--- config.mk ---
export PLATFORM = sky130hd
export DESIGN_NAME = flex_aggregator
export DESIGN_NICKNAME = d
export VERILOG_FILES = /design/src/rtl/agg_pkg.sv /design/src/rtl/agg_out_buf.sv /design/src/rtl/flex_aggregator.sv
export SDC_FILE = /design/constraint.sdc
export NUM_CORES = 1
export LEC_CHECK = 0
export CORE_ASPECT_RATIO = 0.8
export CORE_UTILIZATION = 61
export DETAILED_ROUTE_END_ITERATION = 7
export DONT_BUFFER_PORTS = 1
export PLACE_DENSITY = 0.75
export SETUP_SLACK_MARGIN = 0.1
export SYNTH_ARGS = -nofsm -noshare
export SYNTH_HDL_FRONTEND = slang
export SYNTH_SLANG_ARGS = --single-unit
--- constraint.sdc ---
create_clock -name wclk -period 2.75 [get_ports wclk]
set_input_delay 0 -clock wclk [delete_from_list [all_inputs] [get_ports wclk]]
set_output_delay 0 -clock wclk [all_outputs]
set_load 0.1 [all_outputs]
--- src/rtl/agg_pkg.sv ---
// Shared types and helpers for the flex_aggregator serial-to-parallel packer.
// Package defaults mirror the module parameter defaults.
package agg_pkg;

    localparam int AGG_DATA_WIDTH      = 8;
    localparam int AGG_MAX_FETCH_WIDTH = 4;
    localparam int AGG_CNT_W           = $clog2(AGG_MAX_FETCH_WIDTH + 1);

    typedef logic [AGG_CNT_W-1:0] lane_cnt_t;

    function automatic logic legal_width(input int unsigned w,
                                         input int unsigned max_w = AGG_MAX_FETCH_WIDTH);
        return (w >= 1) && (w <= max_w);
    endfunction

endpackage

--- src/rtl/agg_out_buf.sv ---
// One-entry output register: holds a packed word and lane count until the receiver takes it.
// Load wins over enq, so a drain and a refill in the same cycle keep the buffer valid.
module agg_out_buf #(
    parameter int DW = 32,
    parameter int CW = 3
) (
    input  logic          wclk,
    input  logic          wrst_n,
    input  logic          i_load,
    input  logic [DW-1:0] i_data,
    input  logic [CW-1:0] i_cnt,
    input  logic          i_enq,
    output logic [DW-1:0] o_data,
    output logic [CW-1:0] o_cnt,
    output logic          o_v
);

    logic [DW-1:0] r_data;
    logic [CW-1:0] r_cnt;
    logic          r_v;

    always_ff @(posedge wclk) begin
        if (!wrst_n) begin
            r_data <= '0;
            r_cnt  <= '0;
            r_v    <= 1'b0;
        end else if (i_load) begin
            r_data <= i_data;
            r_cnt  <= i_cnt;
            r_v    <= 1'b1;
        end else if (i_enq) begin
            r_v    <= 1'b0;
        end
    end

    assign o_data = r_data;
    assign o_cnt  = r_cnt;
    assign o_v    = r_v;

endmodule

--- src/rtl/flex_aggregator.sv ---
// Packs FWFT sender words into 1..MAX_FETCH_WIDTH-lane words; last pop in cycle N can enq in N+1.
// A full, stalled output buffer blocks only the completing pop; width changes cost one bubble.
module flex_aggregator
    import agg_pkg::*;
#(
    parameter int DATA_WIDTH      = AGG_DATA_WIDTH,
    parameter int MAX_FETCH_WIDTH = AGG_MAX_FETCH_WIDTH,
    parameter int CNT_W           = $clog2(MAX_FETCH_WIDTH + 1)
) (
    input  logic                                  wclk,
    input  logic                                  wrst_n,
    input  logic [DATA_WIDTH-1:0]                 sender_data,
    input  logic                                  sender_empty_n,
    output logic                                  sender_deq,
    output logic [MAX_FETCH_WIDTH*DATA_WIDTH-1:0] receiver_data,
    output logic [CNT_W-1:0]                      receiver_count,
    input  logic                                  receiver_full_n,
    output logic                                  receiver_enq,
    input  logic [CNT_W-1:0]                      input_fetch_width,
    input  logic                                  change_fetch_width,
    input  logic                                  flush,
    output logic                                  busy,
    output logic                                  cfg_error
);

    localparam int PW = MAX_FETCH_WIDTH * DATA_WIDTH;

    logic [CNT_W-1:0] r_fw;
    logic [CNT_W-1:0] r_pend_fw;
    logic             r_pend_v;
    logic [CNT_W-1:0] r_idx;
    logic [PW-1:0]    r_pack;
    logic             r_flush_p;
    logic             r_cfg_error;

    logic             w_out_v;
    logic [PW-1:0]    w_out_data;
    logic [CNT_W-1:0] w_out_cnt;
    logic             w_enq;
    logic             w_buf_free;
    logic             w_idx_zero;
    logic             w_last;
    logic             w_deq;
    logic             w_flush_load;
    logic             w_load;
    logic [PW-1:0]    w_pack_next;
    logic [PW-1:0]    w_load_data;
    logic [CNT_W-1:0] w_load_cnt;
    logic             w_req_legal;

    always_comb begin
        w_enq        = wrst_n & w_out_v & receiver_full_n;
        w_buf_free   = !w_out_v | w_enq;
        w_idx_zero   = (r_idx == '0);
        w_last       = (r_idx == r_fw - CNT_W'(1));
        // Pending flush and pending width change both hold off popping.
        w_deq        = wrst_n & sender_empty_n & !r_flush_p
                     & !(r_pend_v & w_idx_zero) & !(w_last & !w_buf_free);
        w_flush_load = r_flush_p & !w_idx_zero & w_buf_free;
        w_load       = wrst_n & ((w_deq & w_last) | w_flush_load);
        w_req_legal  = legal_width(32'(input_fetch_width), MAX_FETCH_WIDTH);
    end

    always_comb begin
        w_pack_next = r_pack;
        for (int i = 0; i < MAX_FETCH_WIDTH; i++) begin
            if (r_idx == CNT_W'(i)) begin
                w_pack_next[i*DATA_WIDTH +: DATA_WIDTH] = sender_data;
            end
        end
        w_load_data = w_flush_load ? r_pack : w_pack_next;
        w_load_cnt  = w_flush_load ? r_idx  : r_fw;
    end

    always_ff @(posedge wclk) begin
        if (!wrst_n) begin
            r_fw        <= CNT_W'(MAX_FETCH_WIDTH);
            r_pend_fw   <= '0;
            r_pend_v    <= 1'b0;
            r_idx       <= '0;
            r_pack      <= '0;
            r_flush_p   <= 1'b0;
            r_cfg_error <= 1'b0;
        end else begin
            if (r_flush_p) begin
                if (w_idx_zero) begin
                    r_flush_p <= 1'b0;
                end else if (w_buf_free) begin
                    r_pack    <= '0;
                    r_idx     <= '0;
                    r_flush_p <= 1'b0;
                end
            end else if (r_pend_v && w_idx_zero) begin
                r_fw     <= r_pend_fw;
                r_pend_v <= 1'b0;
            end else if (w_deq) begin
                // Pack is cleared on completion so unused lanes of later words read zero.
                if (w_last) begin
                    r_pack <= '0;
                    r_idx  <= '0;
                end else begin
                    r_pack <= w_pack_next;
                    r_idx  <= r_idx + CNT_W'(1);
                end
            end

            r_cfg_error <= change_fetch_width & !w_req_legal;
            if (change_fetch_width && w_req_legal) begin
                r_pend_fw <= input_fetch_width;
                r_pend_v  <= 1'b1;
            end
            if (flush) begin
                r_flush_p <= 1'b1;
            end
        end
    end

    agg_out_buf #(
        .DW (PW),
        .CW (CNT_W)
    ) u_out_buf (
        .wclk   (wclk),
        .wrst_n (wrst_n),
        .i_load (w_load),
        .i_data (w_load_data),
        .i_cnt  (w_load_cnt),
        .i_enq  (w_enq),
        .o_data (w_out_data),
        .o_cnt  (w_out_cnt),
        .o_v    (w_out_v)
    );

    assign sender_deq     = w_deq;
    assign receiver_enq   = w_enq;
    assign receiver_data  = wrst_n ? w_out_data : '0;
    assign receiver_count = wrst_n ? w_out_cnt  : '0;
    assign busy           = wrst_n & (!w_idx_zero | w_out_v | r_pend_v | r_flush_p);
    assign cfg_error      = wrst_n & r_cfg_error;

endmodule
==> impl_metrics.yaml <==
outcome:
  status: "finished clean"
logic_synthesis:
  synth.area.mux_share_pct: 20.2
  synthFlopType: "dfxtp_1"
  synth_xor_area_share_pct: 1.65
  synth_simple_gate_area_share_pct: 15.4
  postSynthCellCount: 342
  synthesis.nets: 365
  synth_top_family_by_area: "multiplexers"
  synth_edf_count: 0
  yosys.area.top_type: "dfxtp_1"
  yosysSeqAreaShare_pct: 44.8
  synth.ff_latch_count: 80
  netlist_area_um2: 3570
  yosys.area_share.adder_pct: 2.10
  yosysWarnings: 0
  synth_compound_area_share_pct: 12.5
  async_reset_ff_share_pct: 0
  synth_cell_type_count: 35
  synth_top_area_share_pct: 44.8
  syn_area_per_cell_um2: 10.5
  synth_area_leaders: "dfxtp_1, mux2_2, and2_1"
placed_design:
  place_congestion: 0.892
  dp_hpwl_um: 5270
  io_buffers: 0
  dp_cells: 450
  placed_area_um2: 3960
  post-place-ws_ns: 0.219
pwr:
  comb_power_share_pct: 26.0
  p_sw_share_pct: 31.6
  p_int_w: 0.00220
  irDropWorstVdd_v: 0.000497
  power_leakage_nw: 1.93
  report.power.total_w: 0.00321
  power_frac_seq_pct: 41.3
  powerDensity_nw_per_um2: 733
  p_switching_w: 0.00101
  clock_power_share_pct: 32.7
worst_setup_path:
  path_buf_inv: 1
  worstPathArrival_ns: 2.81
  startpoint_type: "register"
  criticalPathCategory: "reg -> reg"
  crit_chain: "inv_1 -> ha_1 -> xor3_1 -> o31a_1 -> o21a_1 -> o22ai_1 -> a22o_1"
  end_kind: "register"
  crit_required_ns: 3.05
  crit_fanout: 8
  critPathTopFamily: "compound AO/OA/AOI/OAI gates"
  cpPeakStageDelay_ns: 0.60
  cp_slowest_cell: "o22ai_1"
routing:
  drt-wirelength-per-cell_um: 17.3
  first_iter_violations: 129
  drt-met1-wl_um: 3730
  met2_length_um: 3890
  postRouteAntennaNets: 0
  wirelength_um: 8360
  drcViolationCount: 0
  top_layer: "met4"
  wl_met3_um: 566
  via_per_inst: 5.72
  via_count: 2768
  first_pass_iters: 4
clocking:
  root_buffer: "clkbuf_8"
  cts_tree: "done"
  cts_buffers: 9
  clock_sinks: 80
  clk_pin_slew_ns: 0.09
  cts_post_setup_buffers_inserted: 0
  insertion_delay_ns: 0.36
  htreeDepth: 3
  clockBufferDepth: 2
timing:
  worstMarginPinSlew_ns: 1.05
  period_needed_ns: 2.52
  setup_viol: 0
  fin_ws_ns: 0.233
  finalCritPeriodShare_pct: 91.5
  finalHoldViolCount: 0
  maxSlewHeadroom_pct: 29.5
  finalMaxSlewViolations: 0
  max_freq_mhz: 397
  tns_ns: 0
  rsz0062_at_grt: "no"
  fin_skew_ns: 0.0120
grt:
  grt_pass1_vias: 2746
  grtUsageTotal_pct: 29.7
  grt_remaining_overflow: 0
  grt_pass1_wl_um: 13800
  grt_max_degree: 32
  antenna_found_initial: 1
floorplanning:
  ios: 56
  core_area_um2: 5560
  dieWidth_um: 87.6
  fp.dieH_um: 70.5
  rows: 24
  start_util_pct: 64.3
  floorplan.die_area_um2: 6170
final_layout:
  drive_above_1_share_pct: 32.1
  fillers: 373
  layout.nets: 423
  final-seq-area_um2: 1600
  multi_input_area_um2: 1870
  design_area_um2: 4380
  final_cells: 484
  syn2layout_area_growth_pct: 22.5
min_path:
  hp-class: "in -> reg"
job:
  cap_violations: 0
per-layer routing:
layer | track usage, % | vias to the layer above
li1 | - | 1332
met1 | 38.7 | 1321
met2 | 47.6 | 97
met3 | 7.21 | 18
met4 | 11.1 | 0
met5 | 0 | -
power groups by stage:
stage	logic, W	clock network [W]	registers [W]
after floorplan	0.000626	0	0.00133
after global placement	0.000764	0	0.00134
after detailed placement	0.000779	0	0.00134
after CTS	0.000827	0.00106	0.00132
after global routing	0.000905	0.00111	0.00134
final	0.000836	0.00105	0.00132
per-stage QoR:
step | hold WS, ns | utilization, %
finish | 0.0365 | 78.8
global route | 0.0693 | 78.8
CTS | 0.0209 | 78.6
detailed placement | 0.0752 | 71.2
global placement | 0.0669 | 71.2
floorplan | 0.118 | -
repair_timing:
item,4_1_cts,5_1_grt
endpoints found under the setup margin,0,24
hold endpoints to repair,76,0
hold buffers,17,0
gates resized for setup,0,3
worst register-to-register path: cells and delay by family, from the launching register on:
kind,cells,cell delay [ns]
AOI/OAI and AO/OA,4,1.51
xor gates and xnor gates,1,0.25
adders and majority gates,1,0.23
buffers and inverters,1,0.08
DFF,1,0.40
layout make-up:
cell class	instances	area share, %
antenna	1	0.0571
clock buffer	9	2.83
clock inverter	7	2.69
inverter	9	0.771
multi-input combinational	237	42.8
sequential	80	36.6
tap	78	2.23
timing repair buffer	63	12.1
placed cells by master (no fill, tap or decap), types with 2 or more instances in the layout:
cell type / n
dfxtp_1: 80
mux2_2: 58
buf_4: 45
nand2_1: 41
and2_1: 35
a22o_1: 22
dlygate4sd3_1: 17
nor2_1: 10
a32o_1: 10
inv_1: 9
clkbuf_8: 9
mux2i_1: 7
ha_1: 6
nor2b_1: 4
a21oi_1: 4
o21ai_0: 4
and3_1: 3
xnor2_1: 3
o22ai_1: 3
bufinv_16: 3
nor2b_2: 2
o21a_1: 2
nor3_1: 2
nor4b_1: 2
o21ai_1: 2
o32ai_1: 2
inv_6: 2
clkinv_2: 2
synth_stat cells, types with 3 or more instances:
library cell and instances:
clkbuf_1 13, mux2_2 58, and2_1 35, inv_1 9, o22ai_1 3, a21oi_1 5, a22o_1 22, dfxtp_1 80
mux2i_1 7, nor2b_1 6, ha_1 6, o21ai_0 4, nand2_1 41, nor2_1 11, buf_6 3, xnor2_1 3
a32o_1 10, and3_1 3
kinds of logic after synthesis:
family / after synthesis
compound gates: 55
simple gates: 106
buf+inv: 25
fa+ha+maj: 6
flops: 80
xor+xnor: 5
mux: 65
sequential cells by signal, indices dropped and copies added, names as in the netlist:
name	flops
r_pack	32
r_cfg_error	1
r_fw	3
u_out_buf.o_v	1
r_idx	3
u_out_buf.o_data	32
r_flush_p	1
r_pend_v	1
r_pend_fw	3
u_out_buf.o_cnt	3
final timing paths:
path / start / endpoint / slack, ns / depth (start not counted)
setup / recovery: r_fw[0] / r_pack[5] / 0.23 / 7
hold / removal: wrst_n / r_pend_fw[1] / 0.04 / 2
setup reg to reg: r_fw[0] / r_pack[5] / 0.23 / 7
hold reg to reg: r_pack[27] / r_pack[27] / 0.47 / 1
Power figures use the tool's default switching activity.
